## config.mk

```make
export PLATFORM = sky130hd
export DESIGN_NAME = fp_div_sched
export DESIGN_NICKNAME = d
export VERILOG_FILES = /design/src/rtl/fp_div_sched.sv
export SDC_FILE = /design/constraint.sdc
export NUM_CORES = 1
export LEC_CHECK = 0
export ABC_AREA = 1
export BUFFER_PORTS_ARGS = -buffer_cell sky130_fd_sc_hd__buf_2
export CAP_MARGIN = 20
export CORE_ASPECT_RATIO = 0.5
export CORE_UTILIZATION = 40
export CTS_CLUSTER_DIAMETER = 50
export DETAILED_ROUTE_END_ITERATION = 10
export GPL_ROUTABILITY_DRIVEN = 1
export HOLD_SLACK_MARGIN = 0.15
export PLACE_DENSITY = 0.71
export RECOVER_POWER = 25
export SKIP_LAST_GASP = 1
export SLEW_MARGIN = 25
export SYNTH_ARGS = -nofsm -noshare
export SYNTH_HDL_FRONTEND = slang
export SYNTH_SLANG_ARGS = --single-unit
```

## constraint.sdc

```tcl
create_clock -name clk -period 5.5 [get_ports clk]
set_clock_uncertainty 0.2 [all_clocks]
set_input_delay 0 -clock clk [delete_from_list [all_inputs] [get_ports clk]]
set_output_delay 0 -clock clk [all_outputs]
set_load 0.05 [all_outputs]
```

## src/rtl/fp_div_sched.sv

```systemverilog
// Round-robin scheduler sharing one pipelined fp divider among NREQ requesters.
// Optional FP_DIV_SCHED_DIVZERO_EN adds a res_dz divide-by-zero flag carried with each result.
module fp_div_sched #(
    parameter int NREQ = 4,
    parameter int LAT  = 9
) (
    input  logic                 clk,
    input  logic                 rst_n,
    input  logic                 hold,
    input  logic [NREQ-1:0]      req_vld,
    output logic [NREQ-1:0]      req_rdy,
    input  logic [32*NREQ-1:0]   req_a,
    input  logic [32*NREQ-1:0]   req_b,
    input  logic [NREQ-1:0]      req_mod,
    output logic [31:0]          div_ain,
    output logic [31:0]          div_bin,
    output logic                 div_vldin,
    output logic                 div_take_mod,
    output logic                 div_en,
    input  logic [31:0]          div_out,
    input  logic                 div_vldout,
    output logic [NREQ-1:0]      res_vld,
    output logic [31:0]          res_data,
    output logic                 err
`ifdef FP_DIV_SCHED_DIVZERO_EN
    ,
    output logic                 res_dz
`endif
);

    localparam int PW = $clog2(NREQ);

    logic [31:0]     a_arr [NREQ];
    logic [31:0]     b_arr [NREQ];
    logic [PW-1:0]   ptr;
    logic [PW-1:0]   win;
    logic            grant;
    logic [LAT-1:0]  tag_v;
    logic [PW-1:0]   tag_i [LAT];
    logic [NREQ-1:0] res_oh;
    logic            hit;

    for (genvar g = 0; g < NREQ; g++) begin : g_slice
        assign a_arr[g] = req_a[32*g +: 32];
        assign b_arr[g] = req_b[32*g +: 32];
    end

    assign div_en = !hold;

    // Handshake: a transfer happens on a rising edge where req_vld[i] & req_rdy[i];
    // req_rdy is combinational from req_vld, at most one bit set, never set under hold.
    always_comb begin
        logic [PW-1:0] idx;
        int            j;
        grant   = 1'b0;
        win     = '0;
        req_rdy = '0;
        idx     = '0;
        j       = 0;
        if (!hold) begin
            for (int i = 0; i < NREQ; i++) begin
                j = int'(ptr) + i;
                if (j >= NREQ) j = j - NREQ;
                idx = PW'(j);
                if (!grant && req_vld[idx]) begin
                    grant = 1'b1;
                    win   = idx;
                end
            end
        end
        if (grant) req_rdy[win] = 1'b1;
    end

    always_comb begin
        res_oh = '0;
        res_oh[tag_i[LAT-1]] = 1'b1;
    end

    // The operand register is the first of the LAT divider stages, so the tag
    // at stage LAT-1 lines up with div_vldout.
    assign hit = div_vldout && tag_v[LAT-1];

    always_ff @(posedge clk or negedge rst_n) begin
        if (!rst_n) begin
            ptr          <= '0;
            tag_v        <= '0;
            for (int k = 0; k < LAT; k++) tag_i[k] <= '0;
            div_ain      <= '0;
            div_bin      <= '0;
            div_take_mod <= 1'b0;
            div_vldin    <= 1'b0;
            res_vld      <= '0;
            res_data     <= '0;
            err          <= 1'b0;
        end else if (div_en) begin
            tag_v    <= {tag_v[LAT-2:0], grant};
            tag_i[0] <= win;
            for (int k = 1; k < LAT; k++) tag_i[k] <= tag_i[k-1];
            div_vldin <= grant;
            if (grant) begin
                ptr          <= (win == PW'(NREQ-1)) ? '0 : win + PW'(1);
                div_ain      <= a_arr[win];
                div_bin      <= b_arr[win];
                div_take_mod <= req_mod[win];
            end
            res_vld <= hit ? res_oh : '0;
            if (hit) res_data <= div_out;
            // Either side of a valid mismatch at the final stage is a protocol error.
            err <= err | (div_vldout ^ tag_v[LAT-1]);
        end
    end

`ifdef FP_DIV_SCHED_DIVZERO_EN
    logic [LAT-1:0] tag_dz;
    logic           dz_new;

    assign dz_new = grant && (b_arr[win][30:0] == 31'd0) && !req_mod[win];

    always_ff @(posedge clk or negedge rst_n) begin
        if (!rst_n) begin
            tag_dz <= '0;
            res_dz <= 1'b0;
        end else if (div_en) begin
            tag_dz <= {tag_dz[LAT-2:0], dz_new};
            res_dz <= hit && tag_dz[LAT-1];
        end
    end
`endif

endmodule

```

==> flow_summary.yaml <==
setup_path:
  cp.required_ns: 5.64
  worstPathMaxFanout: 67
  r2r_start: "ptr[0]$_DFFE_PN0P_"
  arrival_ns: 5.43
  crit_type: "reg2reg"
  reg2regPathDepth: 18
  startpoint_type: "flip-flop"
  startpoint: "ptr[0]$_DFFE_PN0P_"
  r2r_slack_ns: 0.22
  rr_endpoint: "div_bin[7]$_DFFE_PN0P_"
  end_kind: "flip-flop"
  crit_end: "div_bin[7]$_DFFE_PN0P_"
placement:
  port_buffers: 407
  dpl_worst_slack_ns: 2.216
  place_hpwl_um: 19130
  finalWeightedCongestion: 0.9305
routing:
  drc_errors: 0
  dr.pass1.iters: 6
  vias_per_cell: 4.805
  wl_per_cell_um: 13.93
  antenna_left: 0
  dr_total_vias: 10670
  first_iter_violations: 937
  routed_wl_um: 30930
synthesis:
  synth_edf_count: 0
  ys_types: 24
  ys_seq_elements: 131
  syn_area_mm2: 0.008571
  syn_nets: 1623
  synth_area_leader_cell: "dfrtp_1"
  yosysWarnings: 0
  synthTopCellsByArea: "dfrtp_1, nand2_1, nand3_1, inv_1, mux2_2"
  synth_top_area_share: 0.3825
  synth-async-reset-ratio: 1.000
  avgSynthCellArea_um2: 6.503
  syn-instance-count: 1318
  ys_seq_area_frac: 0.3825
  synth_flop_cell: "dfrtp_1"
clocking:
  clock_latency_ns: 0.41
  cts_sinks: 131
  cts_buffers: 17
  clock-root-buffer: "clkbuf_16"
  cts_tree: "yes"
  htree_levels: 4
  post_cts_buffers: 0
  clk_pin_slew_ns: 0.07
  cts_max_path_buffers: 2
finish:
  layout_common_cells: "nand2_1, buf_2, inv_1"
  drive_gt1_frac: 0.2348
  layout_commonest_cell: "nand2_1"
  area_delta_synth_final_pct: 60.93
  nets: 2238
die:
  chipWidth_um: 209.0
  core_mm2: 0.02079
  row_count: 37
  ios: 408
  die_y_um: 105.5
  start_util: 0.4123
  die_area_mm2: 0.02205
run_status:
  outcome: "complete, but fails checks"
  violations: "capacitance limit, slew limit"
grt:
  antenna_found_initial: 3
  grt_max_degree: 82
  globalRouteTotalUtil: 0.2755
  grt_pass1_vias: 10360
  grt_first_pass_wirelength_um: 48870
  grt_overflow_total: 0
timing:
  relSlewSlack: -0.7724
  slew_viol_final: 49
  hold_viol: 0
  fin_ws_ns: 0.2161
  rsz0062_at_grt: "no"
  tns_ns: 0
  layout_worst_path_cycle_share: 0.9607
  setup_viol: 0
  tightest_slew_ns: 2.659
  max_freq_ghz: 0.1893
  period_minus_slack_ns: 5.284
flow_run:
  max_cap_violations: 1
power_and_ir_drop:
  ir_worst_vdd_mv: 0.4647
  p_per_area_mw_per_mm2: 602.6
  intPower_w: 0.004082
  p_switching_w: 0.004230
  swShare: 0.5089
  leakagePower_nw: 8.122
  power_frac_comb: 0.669
  pwr-share-seq: 0.195
  p_clk_frac: 0.136
worst_hold_path:
  hold_depth: 3
  hp-class: "in2reg"
-- cell type report --
cell class                 count  area (um^2)
sequential                   131         3278
timing repair buffer         676         4696
tap                          273        341.6
clock buffer                  19        452.9
antenna                        2        5.005
clock inverter                13        135.1
fill                        1799         6993
inverter                     290         1096
multi-input combinational    817         3789
-- layer usage --
metal | global-route usage | vias up | wire length, um
li1 | - | 5186 | -
met1 | 0.3246 | 4924 | 12600
met2 | 0.4821 | 460 | 15130
met3 | 0.05602 | 100 | 1916
met4 | 0.1334 | 2 | 1268
met5 | 0 | - | 11
-- metrics by stage --
step | area (um^2) | hold WS (ns) | util | power, W | cells
after floorplan | 8571 | -0.4956 | - | 0.005050 | 1318
after global placement | 10630 | -0.2261 | 0.5113 | 0.005965 | 1927
after detailed placement | 10660 | -0.2326 | 0.5126 | 0.006005 | 1928
after CTS | 13850 | 0.1513 | 0.6665 | 0.008263 | 2219
after global routing | 13790 | 0.1588 | 0.6636 | 0.008872 | 2221
final | 13790 | 0.1729 | 0.6636 | 0.008312 | 2221
-- power by group through the flow --
stage          Clock (W)  Combinational (W)  Sequential [W]
2_1_floorplan          0            0.00219         0.00286
3_3_place_gp           0            0.00436         0.00161
3_5_place_dp           0            0.00439         0.00161
4_1_cts          0.00116            0.00549         0.00160
5_1_grt          0.00120            0.00600         0.00167
6_report         0.00113            0.00556         0.00162
-- state kept, by name (all words and copies together), names as in the netlist --
register      flops
tag_i            18
res_vld           4
div_ain          32
div_take_mod      1
err               1
div_bin          32
res_data         32
tag_v             9
ptr               2
-- how the worst min path moves through the flow --
stage	startpoint	end	slack (ns)
floorplan	rst_n	div_ain[0]$_DFFE_PN0P_	-0.50
global route	div_out[2]	res_data[2]$_DFFE_PN0P_	0.16
global placement	rst_n	div_ain[30]$_DFFE_PN0P_	-0.23
detailed placement	rst_n	div_ain[30]$_DFFE_PN0P_	-0.23
CTS	div_out[23]	res_data[23]$_DFFE_PN0P_	0.15
finish	div_out[24]	res_data[24]$_DFFE_PN0P_	0.17
-- timing repair --
action / in CTS / in global routing
resized for setup: 0 / 1
endpoints found under the hold margin: 201 / 0
hold buffers: 259 / 0
setup endpoints to repair: 0 / 40
-- Yosys cell counts (3+ instances only) --
cell type / count
buf_1: 3
buf_2: 36
buf_4: 10
buf_6: 6
clkbuf_1: 25
dfrtp_1: 131
ha_1: 5
inv_1: 285
inv_2: 3
mux2_2: 32
nand2_1: 470
nand3_1: 266
nor2_1: 8
o21ai_0: 23
o31ai_1: 4
-- critical path: stages, from the launching register on --
cell and delay (ns):
dfrtp_1 0.53, inv_4 0.10, nand2_1 0.07, nand2_1 0.04
dlygate4sd3_1 0.56, nand2_1 0.09, nand2_1 0.05, dlygate4sd3_1 0.55
nand2_1 0.07, nand2_1 0.07, dlygate4sd3_1 0.61, o21ai_4 0.17
buf_6 0.44, nand3_1 0.16, dlygate4sd3_1 0.61, nand2_1 0.07
dlygate4sd3_1 0.55, nand2_1 0.05, nand2_1 0.08
-- cells by family (layout without fill, tap and decap cells) --
| kind of cell | Yosys count | in the layout | synth area share |
|---|---|---|---|
| other | 0 | 2 | 0 |
| muxes | 32 | 32 | 0.04204 |
| AOI/OAI and AO/OA | 30 | 30 | 0.01942 |
| DFF | 131 | 131 | 0.3825 |
| adders and majority gates | 5 | 5 | 0.007299 |
| and+or+nand+nor | 750 | 750 | 0.3712 |
| buffers and inverters | 370 | 998 | 0.1775 |
No activity file was read; power rests on OpenSTA's default activity.
